File: src/rtl/piso_serializer.sv
`default_nettype none
// ============================================================================
// piso_serializer : valid/ready parallel-in, serial-out transmitter with
//                   start/done framing strobes. Optional macro: PISO_PARITY_EN
// Rev 1.0
// ============================================================================
module piso_serializer #(
  parameter int WIDTH     = 4,
  parameter bit MSB_FIRST = 1'b1
) (
  input  logic             clk,
  input  logic             rst,
  input  logic [WIDTH-1:0] d,
  input  logic             d_valid,
  output logic             d_ready,
  output logic             sout,
  output logic             sout_valid,
  output logic             frame_start,
  output logic             frame_done,
  output logic             busy
);

`ifdef PISO_PARITY_EN
  localparam int FRAME_LEN = WIDTH + 1;
`else
  localparam int FRAME_LEN = WIDTH;
`endif
  localparam int              CNT_W    = $clog2(FRAME_LEN);
  localparam logic [CNT_W-1:0] LAST_CNT = CNT_W'(FRAME_LEN - 1);
  localparam logic [CNT_W-1:0] PREV_CNT = CNT_W'(FRAME_LEN - 2);

  typedef enum logic [0:0] {
    IDLE  = 1'b0,
    SHIFT = 1'b1
  } state_t;

  state_t                 state_q, state_d;
  logic [FRAME_LEN-1:0]   shreg_q, shreg_d;
  logic [CNT_W-1:0]       cnt_q, cnt_d;
  logic                   sout_q, sout_d;
  logic                   sout_valid_q, sout_valid_d;
  logic                   frame_start_q, frame_start_d;
  logic                   frame_done_q, frame_done_d;

  logic [WIDTH-1:0]       w_d_ordered;
  logic [FRAME_LEN-1:0]   w_frame;
  logic                   w_last_bit;
  logic                   w_accept;

  // Frame vector is laid out in transmit order: bit FRAME_LEN-1 goes first.
  always_comb begin
    w_d_ordered = d;
    if (!MSB_FIRST) begin
      for (int i = 0; i < WIDTH; i++) begin
        w_d_ordered[i] = d[WIDTH-1-i];
      end
    end
  end

`ifdef PISO_PARITY_EN
  assign w_frame = {w_d_ordered, ^d};
`else
  assign w_frame = w_d_ordered;
`endif

  assign w_last_bit = (state_q == SHIFT) && (cnt_q == LAST_CNT);
  assign d_ready    = (state_q == IDLE) || w_last_bit;
  assign w_accept   = d_valid && d_ready;

  always_comb begin
    state_d       = state_q;
    shreg_d       = shreg_q;
    cnt_d         = cnt_q;
    sout_d        = 1'b0;
    sout_valid_d  = 1'b0;
    frame_start_d = 1'b0;
    frame_done_d  = 1'b0;
    if (w_accept) begin
      state_d       = SHIFT;
      cnt_d         = '0;
      sout_d        = w_frame[FRAME_LEN-1];
      shreg_d       = w_frame << 1;
      sout_valid_d  = 1'b1;
      frame_start_d = 1'b1;
    end else if (state_q == SHIFT) begin
      if (w_last_bit) begin
        state_d = IDLE;
        cnt_d   = '0;
        shreg_d = '0;
      end else begin
        cnt_d        = cnt_q + CNT_W'(1);
        sout_d       = shreg_q[FRAME_LEN-1];
        shreg_d      = shreg_q << 1;
        sout_valid_d = 1'b1;
        frame_done_d = (cnt_q == PREV_CNT);
      end
    end
  end

  always_ff @(posedge clk or negedge rst) begin
    if (!rst) begin
      state_q       <= IDLE;
      shreg_q       <= '0;
      cnt_q         <= '0;
      sout_q        <= 1'b0;
      sout_valid_q  <= 1'b0;
      frame_start_q <= 1'b0;
      frame_done_q  <= 1'b0;
    end else begin
      state_q       <= state_d;
      shreg_q       <= shreg_d;
      cnt_q         <= cnt_d;
      sout_q        <= sout_d;
      sout_valid_q  <= sout_valid_d;
      frame_start_q <= frame_start_d;
      frame_done_q  <= frame_done_d;
    end
  end

  assign sout        = sout_q;
  assign sout_valid  = sout_valid_q;
  assign frame_start = frame_start_q;
  assign frame_done  = frame_done_q;
  assign busy        = sout_valid_q;

endmodule
`default_nettype wire

File: config.mk
export PLATFORM = sky130hd
export DESIGN_NAME = piso_serializer
export DESIGN_NICKNAME = d
export VERILOG_FILES = /design/src/rtl/piso_serializer.sv
export SDC_FILE = /design/constraint.sdc
export NUM_CORES = 1
export LEC_CHECK = 0
export ABC_AREA = 1
export CAP_MARGIN = 25
export CELL_PAD_IN_SITES_DETAIL_PLACEMENT = 1
export CELL_PAD_IN_SITES_GLOBAL_PLACEMENT = 2
export CORE_MARGIN = 4
export CORE_UTILIZATION = 24
export CTS_CLUSTER_DIAMETER = 80
export DETAILED_ROUTE_END_ITERATION = 6
export PLACE_DENSITY_LB_ADDON = 0.1
export SLEW_MARGIN = 20
export SYNTH_ARGS = -nofsm -noshare
export SYNTH_HDL_FRONTEND = slang
export SYNTH_SLANG_ARGS = --single-unit
File: constraint.sdc
create_clock -name clk -period 1.5 [get_ports clk]
set_input_delay 0.3 -clock clk [delete_from_list [all_inputs] [get_ports clk]]
set_output_delay 0.3 -clock clk [all_outputs]
set_load 0.02 [all_outputs]
# Word-level counts from Yosys, hierarchy flattened
# Cells that the tools add are included.
# totals
reg_bits,10
in_bits,7
output_inout_bits,6
elab_cells,30
# classes
addsub,1
eq_ne,2
mux,16
n_bitwise,1
reduce_logical,4
# op_table
operator,n
4-bit two-way mux,3
1-bit two-way mux,10
2-bit two-way mux,3
"2-bit equality test, second input constant",2
"2-bit by 1-bit adder with 2-bit output, second input constant",1
1-bit logical AND,2
2-bit nonzero test,1
1-bit logical OR,1
1-bit inverter,1

# Depth between registers and ports, before layout
# Gate-level depths: netlist (run 1).
# depth
word_depth,5
ltp_mapped,6
mapped_depth_nobuf,6

# Least setup slack after synthesis (run 1)
# Ideal clock, no wire load.
# synth_timing
kind,register to output
from,reg cnt_q[0]
to,out d_ready
arrival_time_ps,835
t_required_ps,1200
setup_slack_ps,365
stages_incl_launch_ff,4
n_path_buf,0
cell_sequence,dfrtp_1 -> ha_1 -> inv_1 -> nand2_2
# synth_between
elab_chain_cells,3
# synth_lines
element,line,rtl
"start, declared",39,"logic [CNT_W-1:0] cnt_q, cnt_d;"
"start signal, assigned",112,cnt_q <= cnt_d;
2-bit equality test,66,assign w_last_bit = (state_q == SHIFT) && (cnt_q == LAST_CNT);
1-bit logical AND,66,
1-bit logical OR,67,assign d_ready = (state_q == IDLE) || w_last_bit;
"end, declared",15,"output logic d_ready,"
# No other way between the ends.

# Worst setup path in the final report (run 1)
# Ends and elaborated chain as after synthesis.

==> impl_results.md, run 1 <==
- Post-route minimum period: 1.42 ns
- Endpoints failing hold: 0
- Vias in the first global route: 359
- Synth cell types: 13
- Post-synth top area cell: dfrtp_1
- DRC: 0
- Hold WC Path Type: input port to asynchronous set/reset pin
- Vias per cell: 3.89
- Worst skew pair latency: 0.26 ns
- Die height: 50.0 um
- Startpoint Class: register
- Routed WL: 925 um
- Worst clock skew: 0.00795 ns
- Top cells by area, synth: dfrtp_1 (53%), nand2_1 (12%), a21oi_2 (6.2%)
- Global Route Usage Sum: 8.19%
- N_diodes: 0
- IO Port Bufs: 12
- Post-synthesis simple-gate area fraction: 25.7%
- Slew margin rel.: 70.7%
- Outcome: finished, final reports clean
- Layout area overhead: 51.3%
- Max Cap Viol: 0
- Initial core utilization: 26.6%
- Synthesized area: 424 um2
- Core region area: 1590 um2
- Clock transition at the registers of the reported paths: 0.07 ns
- Synthesis Warnings: 0
- Antenna violations before repair: 0
- Layout cells sized above 1: 29.4%
- Commonest non-fill, non-tap cells in the layout: nand2_1 (13), dfrtp_1 (9), buf_4 (7)
- WL per Instance: 10.1 um
- Max FO, Critical Path: 2
- Register area share after synthesis: 53.1%
- CTS sink cnt: 9
- Root Buffer: clkbuf_4
- Antenna Nets Post-Route: 0
- VDD IR max: 980 uV
- Post-Synth Adder-Cell Area: 5.90%
- CTS H-Tree Depth: 1
- Clock buffer depth: 2
- Commonest non-fill, non-tap cell in the layout: nand2_1
- Synth Instances: 47
- Die area: 2500 um2
- CTS tree: built
- Grt ovf: 0
- First-pass GRT wire length: 1.56 mm
- Worst-Margin Slew: 0.439 ns
- Final Power: 1.22 mW
- Post-DP HPWL: 751 um
- Fillers: 191
- Drt pass-1 iters: 2
- Largest family of logic cells by synthesized area: simple AND/OR/NAND/NOR gates
- Xor/xnor cell area share of the yosys netlist: 0%
- # rows: 14
- Storage element area: 225 um2
- Critical path arrival: 1.12 ns
- Cts hold-fix bufs: 0
- Via Count: 358
- Final GP Congestion: 0.669
- Yosys reg bits: 9
- WS Path Type: register to output port
- Area of the multi-input gates: 165 um2
- R2r worst-path depth: 7
- Top cell type's share of synthesized area: 53.1%
- Req. time, crit path: 1.20 ns
- Clock buffer count from CTS: 3
- P_leak: 0.374 nW
- Final Max Slew Viols: 0
- Die Wd: 50.0 um
- Worst Setup Slack, final: 0.0788 ns
- Highest clock rate: 704 MHz
- Compound-Gate Fraction of Synth Area: 7.37%
- Final setup fails: 0
- Tcrit/Tclk final: 94.7%
- I/O pins: 13
- Initial DRC Count: 3
- P per Cell Area: 1900 nW/um2
- Largest net degree at the start of global routing: 10
- # nets final: 78
- Worst Setup End Kind: output port
- Avg Cell Area, Syn: 9.02 um2
- Pre-CTS setup slack: -0.0283 ns
- Post-Syn Nets: 56
- Mux contribution to synthesized area: 0%
layer usage:
metal	GRT usage (%)	part of all wire (%)
met5	0	0
met4	1.38	0
met3	5.42	11
met2	12.0	42
met1	10.0	47
layout make-up:
cell class / instances / share of cell area [%]
multi-input combinational: 30 / 25.7
tap: 24 / 4.68
timing repair buffer: 18 / 26.1
clock inverter: 1 / 0.780
sequential: 9 / 35.1
inverter: 7 / 4.09
clock buffer: 3 / 3.51
logic make-up (layout without fill, tap and decap cells):
group                      Yosys count  count (layout)
buffers and inverters                8              29
and+or+nand+nor                     24              24
adders and majority gates            2               2
AOI/OAI and AO/OA                    4               4
DFF                                  9               9
state kept, by name, summed over array words and instances, names as in the netlist:
register and cells:
busy 1, shreg_q 3, frame_done 1, frame_start 1
cnt_q 2, sout 1
cells in the mapped netlist:
master / count
buf_4: 1
inv_1: 5
nand2_2: 1
ha_1: 2
dfrtp_1: 9
nor2_2: 1
nand3_1: 5
a21oi_2: 3
nand2_1: 13
o21ai_1: 1
nor2_1: 3
nand2_4: 1
inv_2: 2
repair_timing:
action                                  in CTS  in global routing
pin swaps                                    0                  0
endpoints found under the setup margin       3                  4
gates resized for setup                      6                  5
buffers inserted                             0                  1
worst max-delay path, stage by stage (launching register included):
cell	delay, ns
dfrtp_1	0.38
ha_1	0.21
inv_2	0.06
nand2_2	0.05
buf_4	0.15
worst paths after layout:
check,from,endpoint,slack (ns)
setup / recovery,cnt_q[0],d_ready,0.08
hold / removal,rst,shreg_q[2],0.34
setup reg to reg,cnt_q[0],cnt_q[1],0.29
hold reg to reg,shreg_q[1],shreg_q[1],0.49
max in group asynchronous,rst,sout,0.85
min in group clk,shreg_q[1],shreg_q[1],0.49
power by group:
part	total, mW	internal [mW]	leakage, nW	switching, mW
logic	0.646	0.308	0.243	0.338
registers	0.387	0.340	0.113	0.0472
clock network	0.189	0.0984	0.0177	0.0904
metrics by stage:
| step | std cells | setup TNS, ns | hold slack, ns | cell area (um2) | util [%] |
|---|---|---|---|---|---|
| floorplan | 47 | 0 | 0.00441 | 424 | - |
| global placement | 87 | -0.0201 | 0.492 | 604 | 37.9 |
| detailed placement | 87 | -0.0283 | 0.477 | 604 | 37.9 |
| CTS | 91 | 0 | 0.340 | 624 | 39.2 |
| global route | 92 | -0.00749 | 0.356 | 642 | 40.3 |
| finish | 92 | 0 | 0.341 | 642 | 40.3 |
(Power assumes the default switching activity.)
==> inputs of run 2 (changes only) <==
--- a/config.mk
+++ b/config.mk
@@ -13,6 +13,7 @@
 export CORE_UTILIZATION = 24
 export CTS_CLUSTER_DIAMETER = 80
 export DETAILED_ROUTE_END_ITERATION = 6
+export HOLD_SLACK_MARGIN = 0.06
 export PLACE_DENSITY_LB_ADDON = 0.1
 export SLEW_MARGIN = 20
 export SYNTH_ARGS = -nofsm -noshare
==> results of run 2 <==
No change in the layout: final DEF, timing and power equal those of run 1.
